### config.mk
export PLATFORM = sky130hd
export DESIGN_NAME = rv_mem
export DESIGN_NICKNAME = d
export VERILOG_FILES = /design/src/rtl/rv_mem.sv
export SDC_FILE = /design/constraint.sdc
export NUM_CORES = 1
export LEC_CHECK = 0
export BUFFER_PORTS_ARGS = -buffer_cell sky130_fd_sc_hd__buf_2
export CAP_MARGIN = 20
export CORE_AREA = 4 4 109 111
export DETAILED_ROUTE_END_ITERATION = 7
export DIE_AREA = 0 0 113 115
export PLACE_DENSITY = 0.74
export SETUP_SLACK_MARGIN = 0.4
export SKIP_CTS_REPAIR_TIMING = 1
export SLEW_MARGIN = 20
export SYNTH_ARGS = -nofsm -noshare
export SYNTH_HDL_FRONTEND = slang
export SYNTH_SLANG_ARGS = --single-unit
### constraint.sdc
create_clock -name clk -period 2.65 [get_ports clk]
set_clock_uncertainty 0.2 [all_clocks]
set_input_delay 0.265 -clock clk [delete_from_list [all_inputs] [get_ports clk]]
set_output_delay 0.265 -clock clk [all_outputs]
set_load 0.01 [all_outputs]
### src/rtl/rv_mem.sv
// rv_mem: memory-access stage of the rv pipeline (Q103H -> Q104H).
//
// Issues loads and stores to the data memory over a req/gnt/rvalid handshake,
// stalls Q103H while a transaction is outstanding, formats load data by byte
// lane, size and sign, and registers the Q103H->Q104H pipeline boundary.
//
// Ports
//   clk, rst                      clock (rising edge), async active-low reset
//   *_Q103H inputs                instruction fields from execute
//   dmem_req/we/addr/be/wr_data   request to data memory
//   dmem_gnt/rvalid/rdata         grant and read response from data memory
//   stall_Q103H                   hold Q103H and everything upstream
//   misaligned_Q103H              misaligned access trap (combinational)
//   *_Q104H outputs               registered pipeline boundary into writeback
//   dbg_state                     FSM state: 0 IDLE, 1 WAIT_GNT, 2 WAIT_RSP
//
// Handshake: a request is presented while dmem_req=1 and is accepted in the
// cycle dmem_gnt=1; address, we, be and wr_data stay stable until then. A
// load's data is taken in the cycle dmem_rvalid=1 while waiting for it; an
// rvalid arriving at any other time is ignored. Only one transaction is ever
// outstanding.
module rv_mem (
  input  logic        clk,
  input  logic        rst,
  input  logic        valid_Q103H,
  input  logic        is_load_Q103H,
  input  logic        is_store_Q103H,
  input  logic [1:0]  size_Q103H,
  input  logic        unsigned_Q103H,
  input  logic [31:0] addr_Q103H,
  input  logic [31:0] st_data_Q103H,
  input  logic [31:0] pre_wb_data_Q103H,
  input  logic [4:0]  rd_Q103H,
  input  logic        rd_wr_en_Q103H,
  output logic        dmem_req,
  output logic        dmem_we,
  output logic [31:0] dmem_addr,
  output logic [3:0]  dmem_be,
  output logic [31:0] dmem_wr_data,
  input  logic        dmem_gnt,
  input  logic        dmem_rvalid,
  input  logic [31:0] dmem_rdata,
  output logic        stall_Q103H,
  output logic        misaligned_Q103H,
  output logic        valid_Q104H,
  output logic [31:0] pre_wb_data_Q104H,
  output logic [31:0] dmem_rd_data_Q104H,
  output logic [4:0]  rd_Q104H,
  output logic        rd_wr_en_Q104H,
  output logic [1:0]  dbg_state
);

  typedef enum logic [1:0] {
    IDLE     = 2'd0,
    WAIT_GNT = 2'd1,
    WAIT_RSP = 2'd2
  } state_t;

  state_t      state;
  logic        mem_op;
  logic        op_store;
  logic        aligned_op;
  logic        load_done;
  logic [1:0]  ofs;
  logic [31:0] shifted;
  logic [31:0] ld_fmt;

  assign ofs      = addr_Q103H[1:0];
  assign mem_op   = valid_Q103H & (is_load_Q103H | is_store_Q103H);
  // A memory op that is not a store is handled as a load.
  assign op_store = is_store_Q103H;

  // Size 11 is reserved and behaves as a word access (size[1] set).
  assign misaligned_Q103H = mem_op &
                            (((size_Q103H == 2'b01) & ofs[0]) |
                             (size_Q103H[1] & (ofs != 2'b00)));
  assign aligned_op = mem_op & ~misaligned_Q103H;

  assign load_done = (state == WAIT_RSP) & dmem_rvalid;
  assign dbg_state = state;

  // Request and stall are combinational so a store with same-cycle grant
  // costs no stall. Reset forces the request low even with an op present.
  always_comb begin
    dmem_req    = 1'b0;
    stall_Q103H = 1'b0;
    case (state)
      IDLE: begin
        dmem_req    = aligned_op & rst;
        stall_Q103H = aligned_op & (~dmem_gnt | ~op_store);
      end
      WAIT_GNT: begin
        dmem_req    = 1'b1;
        stall_Q103H = ~dmem_gnt | ~op_store;
      end
      WAIT_RSP: begin
        stall_Q103H = ~dmem_rvalid;
      end
      default: begin
        dmem_req    = 1'b0;
        stall_Q103H = 1'b0;
      end
    endcase
  end

  assign dmem_we   = mem_op & op_store;
  assign dmem_addr = {addr_Q103H[31:2], 2'b00};

  // Store data is replicated across lanes so the memory only needs the
  // byte enables to place it.
  always_comb begin
    dmem_be      = 4'hF;
    dmem_wr_data = st_data_Q103H;
    if (op_store) begin
      case (size_Q103H)
        2'b00: begin
          dmem_be      = 4'b0001 << ofs;
          dmem_wr_data = {4{st_data_Q103H[7:0]}};
        end
        2'b01: begin
          dmem_be      = 4'b0011 << ofs;
          dmem_wr_data = {2{st_data_Q103H[15:0]}};
        end
        default: begin
          dmem_be      = 4'hF;
          dmem_wr_data = st_data_Q103H;
        end
      endcase
    end
  end

  // Load formatting uses the Q103H fields, which are held stable while the
  // load is outstanding.
  assign shifted = dmem_rdata >> {ofs, 3'b000};

  always_comb begin
    case (size_Q103H)
      2'b00:   ld_fmt = {{24{~unsigned_Q103H & shifted[7]}},  shifted[7:0]};
      2'b01:   ld_fmt = {{16{~unsigned_Q103H & shifted[15]}}, shifted[15:0]};
      default: ld_fmt = shifted;
    endcase
  end

  always_ff @(posedge clk or negedge rst) begin
    if (!rst) begin
      state              <= IDLE;
      valid_Q104H        <= 1'b0;
      pre_wb_data_Q104H  <= 32'h0;
      dmem_rd_data_Q104H <= 32'h0;
      rd_Q104H           <= 5'h0;
      rd_wr_en_Q104H     <= 1'b0;
    end else begin
      case (state)
        IDLE: begin
          if (aligned_op) begin
            if (!dmem_gnt)     state <= WAIT_GNT;
            else if (op_store) state <= IDLE;
            else               state <= WAIT_RSP;
          end
        end
        WAIT_GNT: begin
          if (dmem_gnt) state <= op_store ? IDLE : WAIT_RSP;
        end
        WAIT_RSP: begin
          if (dmem_rvalid) state <= IDLE;
        end
        default: state <= IDLE;
      endcase

      // A stalled cycle sends a bubble; the data fields are left as they were.
      if (stall_Q103H) begin
        valid_Q104H    <= 1'b0;
        rd_wr_en_Q104H <= 1'b0;
      end else begin
        valid_Q104H        <= valid_Q103H & ~misaligned_Q103H;
        pre_wb_data_Q104H  <= pre_wb_data_Q103H;
        rd_Q104H           <= rd_Q103H;
        rd_wr_en_Q104H     <= rd_wr_en_Q103H & valid_Q103H & ~misaligned_Q103H;
        dmem_rd_data_Q104H <= load_done ? ld_fmt : 32'h0;
      end
    end
  end

endmodule
==> impl_metrics.json <==
{
  "tns_ns": 0,
  "rows": 38,
  "initial_utilization_pct": 37.7,
  "synth-edff-count": 0,
  "die_x_microns": 113,
  "crit_required_ns": 2.18,
  "antenna_found_initial": 0,
  "dp_hpwl_microns": 11500,
  "setup_ws_ns": 0.537,
  "cap_violations": 0,
  "vias_per_cell": 5.19,
  "synth-seq-cells": 73,
  "ff2ff_setup_slack_ns": 0.57,
  "finalCriticalPeriod_ns": 2.11,
  "avgSynthCellArea_sq_um": 11.0,
  "wl_microns": 15200,
  "grt_start_max_net_pins": 41,
  "synthFlopType": "dfrtp_1",
  "coreArea_sq_um": 10800,
  "crit_type": "reg -> out",
  "firstDrtPassIters": 7,
  "crit_fanout": 40,
  "synth-compound-area-share_pct": 15.4,
  "synth_top_family_by_area": "multiplexers",
  "p_sw_mw": 0.883,
  "post_drt_wl_per_cell_microns": 20.5,
  "ir_drop_v": 0.000519,
  "drc": 0,
  "combPwrFrac_pct": 24.6,
  "synthCells": 368,
  "place_ws_ns": 0.548,
  "dp_cells": 681,
  "holdWs_ns": 0.00795,
  "mostFrequentLayoutCells": "225 x buf_2, 73 x dfrtp_1, 46 x dlygate4sd3_1",
  "max_stage_delay_ns": 0.50,
  "worst_pin_slew_ns": 0.528,
  "grt-ovfl-total": 0,
  "clk_pin_slew_worst_paths_ns": 0.08,
  "sw_frac_of_total_pct": 28.1,
  "grt_pass1_wl_microns": 21100,
  "crit_path_end_kind": "output pin",
  "seq_area_sq_um": 1830,
  "multi_input_area_sq_um": 1800,
  "nFillCells": 927,
  "port_buffers": 226,
  "pwr-share-clk_pct": 35.0,
  "timing.rr.end": "dmem_rd_data_Q104H[27]$_DFFE_PN0N_",
  "synth_cell_types": 40,
  "final_common_cell": "buf_2",
  "setup_viol": 0,
  "cts.path.max_buffers": 2,
  "ff2ff_path_depth": 4,
  "syn_to_final_growth_pct": 41.7,
  "critPathSlowestCell": "dfrtp_1",
  "gp_congestion": 0.954,
  "fp.dieH_microns": 115,
  "cts_htree_levels": 3,
  "finish.net_count": 742,
  "worstPathArrival_ns": 1.65,
  "clk_latency_ns": 0.35,
  "rsz0062_at_grt": "no",
  "vias": 3865,
  "dieArea_sq_um": 13000,
  "relSlewSlack_pct": 64.8,
  "drt_iter0_drc": 252,
  "drive_above_1_share_pct": 48.8,
  "synthArstFlopShare_pct": 100,
  "outcome": "finished, final reports clean",
  "clkSinkCount": 73,
  "track_usage_pct": 21.2,
  "startpoint": "dbg_state[1]$_DFFE_PN0P_",
  "fin_crit_sh_pct": 79.7,
  "root_buffer": "clkbuf_8",
  "p_int_mw": 2.26,
  "fin_cells": 744,
  "synth-adder-area-share_pct": 0,
  "muxShareOfSynthArea_pct": 19.4,
  "synth.cell_area_sq_um": 4070,
  "yosysWarningCount": 0,
  "slew_violations": 0,
  "p_per_area_nw_per_um2": 545,
  "cp-start-kind": "flop",
  "crit_chain": "nand2b_1, o32ai_4, buf_12, buf_2",
  "tritoncts": "built",
  "r2r-start": "dbg_state[1]$_DFFE_PN0P_",
  "grt_pass1_vias": 3785,
  "max_freq_mhz": 473,
  "crit_end": "stall_Q103H",
  "power.leakage_nw": 3.03,
  "cts_buffers": 9,
  "yosys.area_share.simple_pct": 9.23,
  "hold_class": "in -> reg",
  "synth_xor_area_share_pct": 0,
  "ios": 289,
  "ant_nets": 0,
  "synth_seq_area_share_pct": 44.9,
  "hold_viol_final": 0,
  "pwr-share-seq_pct": 40.4
}
layer usage:
metal | wire length (microns) | vias up | GRT usage (%)
li1 | - | 1741 | -
met1 | 5800 | 1851 | 23.9
met2 | 7400 | 236 | 35.0
met3 | 1730 | 35 | 10.6
met4 | 263 | 2 | 6.49
met5 | 55 | - | 2.96
registers in the layout, summed over array words and instances, names as in the netlist:
signal and flops:
rd_Q104H 5, pre_wb_data_Q104H 32, dbg_state 2, rd_wr_en_Q104H 1, valid_Q104H 1, dmem_rd_data_Q104H 32
cell usage after synthesis (2+ instances only):
cell type	number	share of area (%)
a21oi_1	9	1.1
o21ai_0	14	1.7
nand3b_1	4	0.74
mux2_1	12	3.3
a211o_1	15	3.2
buf_1	3	0.28
dfrtp_1	73	45
buf_2	9	1.1
o2bb2ai_1	15	3.2
mux2_2	33	9.1
nand2_1	41	3.8
nand2b_1	2	0.31
and2_1	2	0.31
buf_6	3	0.83
clkbuf_1	9	0.83
nor2b_1	9	1.4
nor3_1	2	0.25
a32o_1	7	1.7
nor2_1	12	1.1
buf_4	42	7.8
a221o_1	8	2.0
mux2i_1	26	6.4
final cells by class:
| type | instances | area share [%] |
|---|---|---|
| flip-flops and latches | 73 | 31.7 |
| multi-input cells | 229 | 31.3 |
| repair buffers | 284 | 29.5 |
| well taps | 140 | 3.04 |
| clock buffers | 12 | 2.69 |
| clock inverters | 4 | 1.72 |
| inverters | 1 | 0.0652 |
| diodes | 1 | 0.0434 |
cells by family after synthesis:
group,Yosys count
and+or+nand+nor,78
AOI/OAI and AO/OA,77
DFF,73
muxes,72
buffers and inverters,67
other,1
worst min-delay path by stage:
stage,startpoint,to,slack [ns],cells past startpoint
global placement,rst,dmem_rd_data_Q104H[6]$_DFFE_PN0N_,0.17,2
finish,dmem_rvalid,dbg_state[1]$_DFFE_PN0P_,0.008,2
CTS,rst,dmem_rd_data_Q104H[6]$_DFFE_PN0N_,-0.21,2
detailed placement,rst,dmem_rd_data_Q104H[6]$_DFFE_PN0N_,0.19,2
global route,dmem_rvalid,dbg_state[1]$_DFFE_PN0P_,0.01,2
floorplan,rst,dbg_state[0]$_DFFE_PN0P_,-0.23,0
critical path, delay by kind of cell (launching register included):
kind	cells	cell delay, ns
AOI/OAI and AO/OA	1	0.18
buffers and inverters	2	0.43
DFF	1	0.50
and+or+nand+nor	1	0.16
per-stage QoR:
step | area [sq um] | power, mW | utilization, %
2_1_floorplan | 4070 | 1.71 | -
3_3_place_gp | 5040 | 1.98 | 46.7
3_5_place_dp | 5040 | 2.00 | 46.7
4_1_cts | 5300 | 3.11 | 49.1
5_1_grt | 5760 | 3.28 | 53.4
6_report | 5760 | 3.14 | 53.4
power groups by stage:
stage	clock network [mW]	registers [mW]	logic, mW
after floorplan	0	1.32	0.387
after global placement	0	1.28	0.704
after detailed placement	0	1.28	0.719
after CTS	1.13	1.26	0.720
after global routing	1.16	1.28	0.839
final	1.10	1.27	0.774
(Power assumes the default switching activity.)
